`src/rtl/ntlm_rom_arbiter.sv`:
```
// Round-robin arbiter and burst sequencer that shares one registered-output
// NTLMv2 packet/hash ROM between NREQ cracker cores.

// Per-core request slice: unpacks this core's start address and length and
// flags whether the core sits above the round-robin pointer.
module ntlm_rom_arbiter_lane #(
  parameter int NREQ   = 4,
  parameter int ID_W   = 2,
  parameter int ADDR_W = 3,
  parameter int LEN_W  = 3,
  parameter int LANE   = 0
) (
  input  logic [ID_W-1:0]        ptr_i,
  input  logic                   req_i,
  input  logic [NREQ*ADDR_W-1:0] req_addr_i,
  input  logic [NREQ*LEN_W-1:0]  req_len_i,
  output logic                   hi_o,
  output logic [ADDR_W-1:0]      addr_o,
  output logic [LEN_W-1:0]       len_o
);

  assign hi_o   = req_i && (ID_W'(LANE) > ptr_i);
  assign addr_o = req_addr_i[LANE*ADDR_W +: ADDR_W];
  assign len_o  = req_len_i[LANE*LEN_W +: LEN_W];

endmodule

module ntlm_rom_arbiter #(
  parameter int NREQ      = 4,
  parameter int ID_W      = 2,
  parameter int ADDR_W    = 3,
  parameter int LEN_W     = 3,
  parameter int WORD_W    = 512,
  parameter int ROM_DEPTH = 8
) (
  input  logic                   clock,
  input  logic                   reset,
  input  logic [NREQ-1:0]        req,
  input  logic [NREQ*ADDR_W-1:0] req_addr,
  input  logic [NREQ*LEN_W-1:0]  req_len,
  output logic [NREQ-1:0]        req_ack,
  output logic                   rsp_valid,
  input  logic                   rsp_ready,
  output logic [ID_W-1:0]        rsp_id,
  output logic [WORD_W-1:0]      rsp_data,
  output logic                   rsp_last,
  output logic                   rsp_err,
  output logic                   busy,
  output logic [ADDR_W-1:0]      rom_addr,
  output logic [WORD_W-1:0]      rom_datai,
  input  logic [WORD_W-1:0]      rom_data,
  output logic                   rom_cs_n,
  output logic                   rom_oe_n,
  output logic                   rom_we_n
);

  localparam logic [1:0] S_IDLE = 2'd0;
  localparam logic [1:0] S_READ = 2'd1;
  localparam logic [1:0] S_CAPT = 2'd2;
  localparam logic [1:0] S_RESP = 2'd3;

  localparam logic [31:0] DEPTH_U = 32'(ROM_DEPTH);

  typedef struct packed {
    logic              valid;
    logic [ID_W-1:0]   id;
    logic [WORD_W-1:0] data;
    logic              last;
    logic              err;
  } rsp_t;

  logic [1:0]        state_q, state_d;
  logic [ID_W-1:0]   ptr_q, ptr_d;
  logic [ID_W-1:0]   gnt_q, gnt_d;
  logic [ADDR_W-1:0] cur_q, cur_d;
  logic [LEN_W-1:0]  rem_q, rem_d;
  logic [NREQ-1:0]   ack_q, ack_d;
  rsp_t              rsp_q, rsp_d;

  logic [NREQ-1:0]             req_hi;
  logic [NREQ-1:0][ADDR_W-1:0] addr_a;
  logic [NREQ-1:0][LEN_W-1:0]  len_a;
  logic [ID_W-1:0]             win_hi, win_lo, win;
  logic                        any_hi;
  logic                        in_range;

  generate
    for (genvar g = 0; g < NREQ; g++) begin : g_lane
      ntlm_rom_arbiter_lane #(
        .NREQ  (NREQ),
        .ID_W  (ID_W),
        .ADDR_W(ADDR_W),
        .LEN_W (LEN_W),
        .LANE  (g)
      ) u_lane (
        .ptr_i     (ptr_q),
        .req_i     (req[g]),
        .req_addr_i(req_addr),
        .req_len_i (req_len),
        .hi_o      (req_hi[g]),
        .addr_o    (addr_a[g]),
        .len_o     (len_a[g])
      );
    end
  endgenerate

  // Lowest requester above the pointer wins; otherwise wrap to the lowest overall.
  always_comb begin
    win_hi = '0;
    win_lo = '0;
    any_hi = 1'b0;
    for (int i = NREQ - 1; i >= 0; i--) begin
      if (req_hi[i]) begin
        win_hi = ID_W'(i);
        any_hi = 1'b1;
      end
      if (req[i]) win_lo = ID_W'(i);
    end
    win = any_hi ? win_hi : win_lo;
  end

  assign in_range = (32'(cur_q) < DEPTH_U);

  always_comb begin
    state_d = state_q;
    ptr_d   = ptr_q;
    gnt_d   = gnt_q;
    cur_d   = cur_q;
    rem_d   = rem_q;
    ack_d   = '0;
    rsp_d   = rsp_q;
    case (state_q)
      S_IDLE: begin
        if (|req) begin
          gnt_d      = win;
          ptr_d      = win;
          cur_d      = addr_a[win];
          rem_d      = len_a[win];
          ack_d[win] = 1'b1;
          state_d    = S_READ;
        end
      end
      S_READ: state_d = S_CAPT;
      S_CAPT: begin
        // ROM output now reflects cur_q; out-of-range words are zeroed and flagged.
        rsp_d.valid = 1'b1;
        rsp_d.id    = gnt_q;
        rsp_d.data  = in_range ? rom_data : '0;
        rsp_d.last  = (rem_q == '0);
        rsp_d.err   = !in_range;
        state_d     = S_RESP;
      end
      S_RESP: begin
        if (rsp_ready) begin
          rsp_d.valid = 1'b0;
          if (rem_q == '0) begin
            state_d = S_IDLE;
          end else begin
            cur_d   = cur_q + ADDR_W'(1);
            rem_d   = rem_q - LEN_W'(1);
            state_d = S_READ;
          end
        end
      end
      default: state_d = S_IDLE;
    endcase
  end

  always_ff @(posedge clock or negedge reset) begin
    if (!reset) begin
      state_q <= S_IDLE;
      ptr_q   <= ID_W'(NREQ - 1);
      gnt_q   <= '0;
      cur_q   <= '0;
      rem_q   <= '0;
      ack_q   <= '0;
      rsp_q   <= '0;
    end else begin
      state_q <= state_d;
      ptr_q   <= ptr_d;
      gnt_q   <= gnt_d;
      cur_q   <= cur_d;
      rem_q   <= rem_d;
      ack_q   <= ack_d;
      rsp_q   <= rsp_d;
    end
  end

  // The ROM address register doubles as the burst cursor.
  assign rom_addr  = cur_q;
  assign rom_datai = '0;
  assign rom_cs_n  = (state_q != S_READ);
  assign rom_oe_n  = (state_q != S_READ);
  assign rom_we_n  = 1'b1;
  assign busy      = (state_q != S_IDLE);
  assign req_ack   = ack_q;
  assign rsp_valid = rsp_q.valid;
  assign rsp_id    = rsp_q.id;
  assign rsp_data  = rsp_q.data;
  assign rsp_last  = rsp_q.last;
  assign rsp_err   = rsp_q.err;

endmodule

```
`config.mk`:
```
export PLATFORM = sky130hd
export DESIGN_NAME = ntlm_rom_arbiter
export DESIGN_NICKNAME = d
export VERILOG_FILES = /design/src/rtl/ntlm_rom_arbiter.sv
export SDC_FILE = /design/constraint.sdc
export NUM_CORES = 1
export LEC_CHECK = 0
export BUFFER_PORTS_ARGS = -buffer_cell sky130_fd_sc_hd__buf_2
export CAP_MARGIN = 20
export CORE_AREA = 3 3 613 615
export DETAILED_ROUTE_END_ITERATION = 7
export DIE_AREA = 0 0 616 618
export PLACE_DENSITY = 0.3
export SETUP_SLACK_MARGIN = 0.2
export SLEW_MARGIN = 20
export SYNTH_ARGS = -nofsm -noshare
export SYNTH_HDL_FRONTEND = slang
export SYNTH_SLANG_ARGS = --single-unit
```
`constraint.sdc`:
```
create_clock -name clock -period 2.2 [get_ports clock]
set_input_delay 0.55 -clock clock [delete_from_list [all_inputs] [get_ports clock]]
set_output_delay 0.55 -clock clock [all_outputs]
set_load 0.05 [all_outputs]
```
-- Word-level counts from Yosys, hierarchy flattened
Cells that the tools add are included.
- mux-type cells: 35
- eq/ne operators: 7
- reduce and logical (&&, ||, !) cells: 15
- magnitude comparators: 6
- add/subtract/negate cells: 2
- operator list (kind ; number):
    $mux W3 ; 8
    $mux W2 ; 11
    $bmux W3 S2 ; 2
    $pmux W3 S2 ; 2
    $mux W4 ; 2
    $pmux W2 S4 ; 1
    $mux W1 ; 7
    $ne A2 B2 Y1 const B ; 3
    $reduce_and A2 Y1 ; 3
    $reduce_bool A2 Y1 ; 3
    $logic_and A1 B1 Y1 ; 5
    $eq A2 B2 Y1 const B ; 2
    $gt A1 B2 Y1 const A ; 2
    $gt A2 B2 Y1 const A ; 2
    $reduce_and A4 Y1 ; 1
    $reduce_or A4 Y1 ; 1
    $add A3 B1 Y3 const B ; 1
    $logic_not A3 Y1 ; 1
    $lt A2 B3 Y1 const B ; 1
    $sub A3 B1 Y3 const B ; 1
    $demux W1 S2 ; 1
    $eq A2 B1 Y1 const B ; 1
    $ge A2 B1 Y1 const B ; 1
    $logic_not A2 Y1 ; 1
    2 further kinds ; 2
- register bits: 532
- bits of input ports: 543

-- Depth between registers and ports, before layout
- depth after elaboration: 13
- depth in mapped cells: 9
- gate-level depth less buffers: 8

-- Cells and area by module
A second synthesis with hierarchy kept.
- cell total of the unflattened synthesis: 1773
- area total of the unflattened synthesis: 24259.5 µm²
- modules (own cells, without submodules) (module ; times used ; area an instance (µm²) ; cells an instance):
    ntlm_rom_arbiter ; 1 ; 24030.5 ; 1744
    ntlm_rom_arbiter_lane at g_lane[2].u_lane ; 1 ; 58.8 ; 7
    ntlm_rom_arbiter_lane at g_lane[1].u_lane ; 1 ; 57.6 ; 7
    ntlm_rom_arbiter_lane at g_lane[0].u_lane ; 1 ; 56.3 ; 8
    ntlm_rom_arbiter_lane at g_lane[3].u_lane ; 1 ; 56.3 ; 7

-- Worst setup path after synthesis
No wires, ideal clock.
- kind: flip-flop to flip-flop
- start point: register state_q[0]
- end point: register rsp_q, in the netlist rsp_data[385]
- path buffers: 3
- data arrival time: 1742 ps
- cell stages (with the launch flop): 7
- data required time: 2075 ps
- setup slack: 333 ps
- cell sequence: dfrtp_1 -> inv_1 -> ha_1 -> buf_2 -> clkbuf_1 -> buf_2 -> mux2_2
- cells in the longest elaborated chain, start to end: 1
- ends and longest elaborated chain (item ; line ; text):
    start, declared ; 72 ; logic [1:0] state_q, state_d;
    start signal, assigned ; 179 ; state_q <= state_d;
    $eq A2 B2 Y1 ; 132 ; case (state_q)
    end signal, assigned ; 185 ; rsp_q <= rsp_d;
    end, declared ; 78 ; rsp_t rsp_q, rsp_d;
No other way between the ends.
A chain may end at the register's enable or synchronous reset.

-- Worst setup path after layout
- start point: register state_q[0]
- end point: output busy
- cells in the longest elaborated chain, start to end: 1
- ends and longest elaborated chain (item ; line ; text):
    $reduce_bool A2 Y1 ; 195 ; assign busy = (state_q != S_IDLE);
    end, declared ; 48 ; output logic busy,
No other way between the ends.

==> summary.txt <==
Yosys
  • Most common library cells after synthesis: 530 x dfrtp_1, 521 x mux2_2, 515 x buf_4
  • YS warnings: 0
  • Largest family of logic cells by synthesized area: multiplexers
  • Post-synthesis simple-gate area fraction: less than 1%
  • Syn Inst Count: between 1500 and 2000
  • Area leader, netlist: dfrtp_1
  • Synth unique cells: 44
  • Adder-cell share of the synthesized area: less than 1%
  • Post-synth EDFFs: 0
  • Synth async-reset ratio: 100%
  • Ys flop type: dfrtp_1
  • Yosys reg bits: 532
  • Post-synthesis xor/xnor area fraction: 0%
  • Synth top area cells: dfrtp_1 55%, mux2_2 24%, buf_4 16%
  • Post-synthesis mux area share: roughly 25%
  • Post-synthesis sequential area ratio: roughly 55%
  • Synth Area in Compound Gates: roughly 1.1%
  • Mapped cell area: between 20000 and 25000 sq um
  • Yosys top cell area share: a little under three fifths
  • Count leader, synth: dfrtp_1
  • Post-Syn Area per Cell: 13.8 sq um

GRT
  • Global-route wire length before repair: 229000 microns
  • GRT Util Overall: around a tenth
  • Number of antenna violations at the first check in global routing: between 150 and 200
  • Total congestion overflow: 0
  • Largest net degree at the start of global routing: 60
  • Vias in the first global route: around 20000

Final layout
  • Area delta synth->final: 94.7%
  • FILL cells: between 40000 and 50000
  • Final Util: between 10 and 15%
  • Final Non-Filler Cells: 8525
  • Final Cell Area: roughly 47000 sq um
  • Layout cells sized above 1: between 50% and 60%
  • Nets@finish: 4007

STA
  • Slew Viols, Final: 0
  • Min Tclk post-route: ~2200 ps
  • Part of the cycle the worst path needs: 101%
  • Final TNS setup: -32.8 ps
  • RSZ-0062 raised after global routing: yes
  • Fmax: between 0.4 and 0.5 GHz
  • Final worst slack: -16.4 ps
  • Setup-failing EPs final: 3
  • Clk_skew: approximately 54 ps
  • Slew headroom: between 60% and 70%
  • Pin slew with the least headroom to its limit: between 400 and 500 ps
  • Final hold violations: 0

Floorplanning
  • IO Pins: ~1600
  • Site row count: approximately 220
  • Die height: a little over 600 microns
  • Die ar.: roughly 380000 sq um
  • Die X: just over 600 microns
  • Core area: about 370000 sq um
  • Starting Density: between 6 and 7%

Setup path
  • R2R setup slack: 160 ps
  • CP max FO: 4
  • Crit path capture type: output port
  • CP Data Arrival Time: 1670 ps
  • Critical path class: flip-flop to output port
  • Startpoint type of the worst setup path: flip-flop
  • Required time of the critical path: approximately 1700 ps

Power
  • Seq pwr share: 22.5%
  • Peak supply drop: 1.12 mV
  • Overall Power: approximately 87 mW
  • Switch Pwr: 43.3 mW
  • Clock power share: roughly 16%
  • Switching Fraction: between 40 and 50%
  • Comb pwr share: about three fifths
  • Power Dens Cells: ~1900 nW/um^2
  • Leakage: 20.0 nW
  • Internal power: 43.4 mW

Placement
  • Placed cell areas: 34200 sq um
  • DP HPWL: between 150000 and 200000 microns
  • Buffers on Ports: about 1100
  • Placed Cells: roughly 7800
  • RePlAce Congestion: between 0.7 and 0.8

Detailed routing
  • Total wire length: between 150000 and 200000 microns
  • DRT Pass-1 Iters: 4
  • DR WL/cell: around 22 microns
  • Residual DRC count: 0
  • Avg Vias per Cell: roughly 2.3
  • First-iteration detailed-routing DRC count: between 600 and 700
  • Vias after detailed routing: 19500
  • Post-DRT Antenna Nets: 0

Outcome
  • Status: finished with violations
  • Failing checks: setup timing

Clock tree
  • TritonCTS clock tree: done
  • Number of H-tree levels: 3
  • Clock Path Buffers: 4
  • CTS sink count: around 530
  • Reg clk slew, reported paths: 60 ps
  • Clk_lat worst skew: slightly above 800 ps
  • Num CTS Buffers: 85
  • CTS root buf: clkbuf_16

Job
  • Number of max-cap violations: 0

Hold path
  • Hold Path Class: input port to flip-flop
layer usage:
metal	up-vias	routed length [microns]	GRT usage (%)
li1	8368	-	-
met1	9625	59100	8.67
met2	1128	104000	18.4
met3	386	19900	4.27
met4	24	5380	1.95
met5	-	165	0
metrics by stage:
stage,hold slack (ps),setup slack [ps]
floorplan,254,333
global placement,485,139
detailed placement,489,193
CTS,3.55,-132
global route,32.9,-122
finish,91.0,-16.4
final timing paths:
| check | startpoint | endpoint | cells past startpoint |
|---|---|---|---|
| setup reg to reg | state_q[0] | rsp_data[25] | 8 |
| max in group asynchronous | reset | rsp_data[417] | 4 |
| hold / removal | rom_data[182] | rsp_data[182] | 2 |
| min in group asynchronous | reset | rsp_data[49] | 2 |
| setup / recovery | state_q[0] | busy | 4 |
| hold reg to reg | rsp_data[270] | rsp_data[270] | 1 |
kinds of logic (layout without fill, tap and decap cells):
kind of cell | count (synthesis) | in the layout
AOI/OAI and AO/OA | 35 | 35
muxes | 524 | 524
and+or+nand+nor | 43 | 43
adders and majority gates | 8 | 8
other | 2 | 553
buffers and inverters | 589 | 1858
DFF | 532 | 532
layout make-up:
cell class | count | area (sq um) | share of cell area [%]
multi-input combinational | 1124 | 8540 | 18.3
antenna | 39 | 97.6 | 0.209
clock buffer | 116 | 2410 | 5.15
tap | 4972 | 6220 | 13.3
clock inverter | 29 | 375 | 0.803
timing repair buffer | 1702 | 15700 | 33.6
inverter | 11 | 51.3 | 0.110
sequential | 532 | 13400 | 28.6
critical path: stages, from the launching register on:
cell and delay, ps:
dfrtp_2 460, inv_4 90, ha_4 160, inv_4 40, buf_8 140
state kept, by name (all words and copies together), names as in the netlist:
name / flops
rsp_id: 2
ptr_q: 2
rsp_last: 1
rsp_data: 512
gnt_q: 2
rem_q: 3
state_q: 2
rsp_valid: 1
rom_addr: 3
req_ack: 4
placed cells by master, fill, tap and decap left out, drive strengths merged, types with 6 or more instances in the layout:
cell and count:
a31oi 6, buf 1194, bufinv 6, clkbuf 144, clkinv 15, clkinvlp 7
conb 514, dfrtp 530, diode 39, dlygate4sd3 480, ha 8, inv 12
mux2 522, nand2 15, o21ai 9
power groups by stage:
| stage | Clock [mW] | Combinational, mW | Sequential (mW) |
|---|---|---|---|
| floorplan | 0 | 11.9 | 34.8 |
| global placement | 0 | 44.4 | 18.2 |
| detailed placement | 0 | 44.5 | 18.2 |
| CTS | 14.8 | 51.7 | 19.2 |
| global route | 15.0 | 56.0 | 20.2 |
| finish | 13.9 | 53.3 | 19.5 |
repair_timing:
item | CTS | global route
pin swaps | 2 | 4
hold buffers | 480 | 0
cloned | 0 | 7
setup endpoints to repair | 528 | 567
endpoints found under the hold margin | 550 | 0
gates resized for setup | 878 | 553
setup buffers | 50 | 23
No activity file was read; power rests on OpenSTA's default activity.
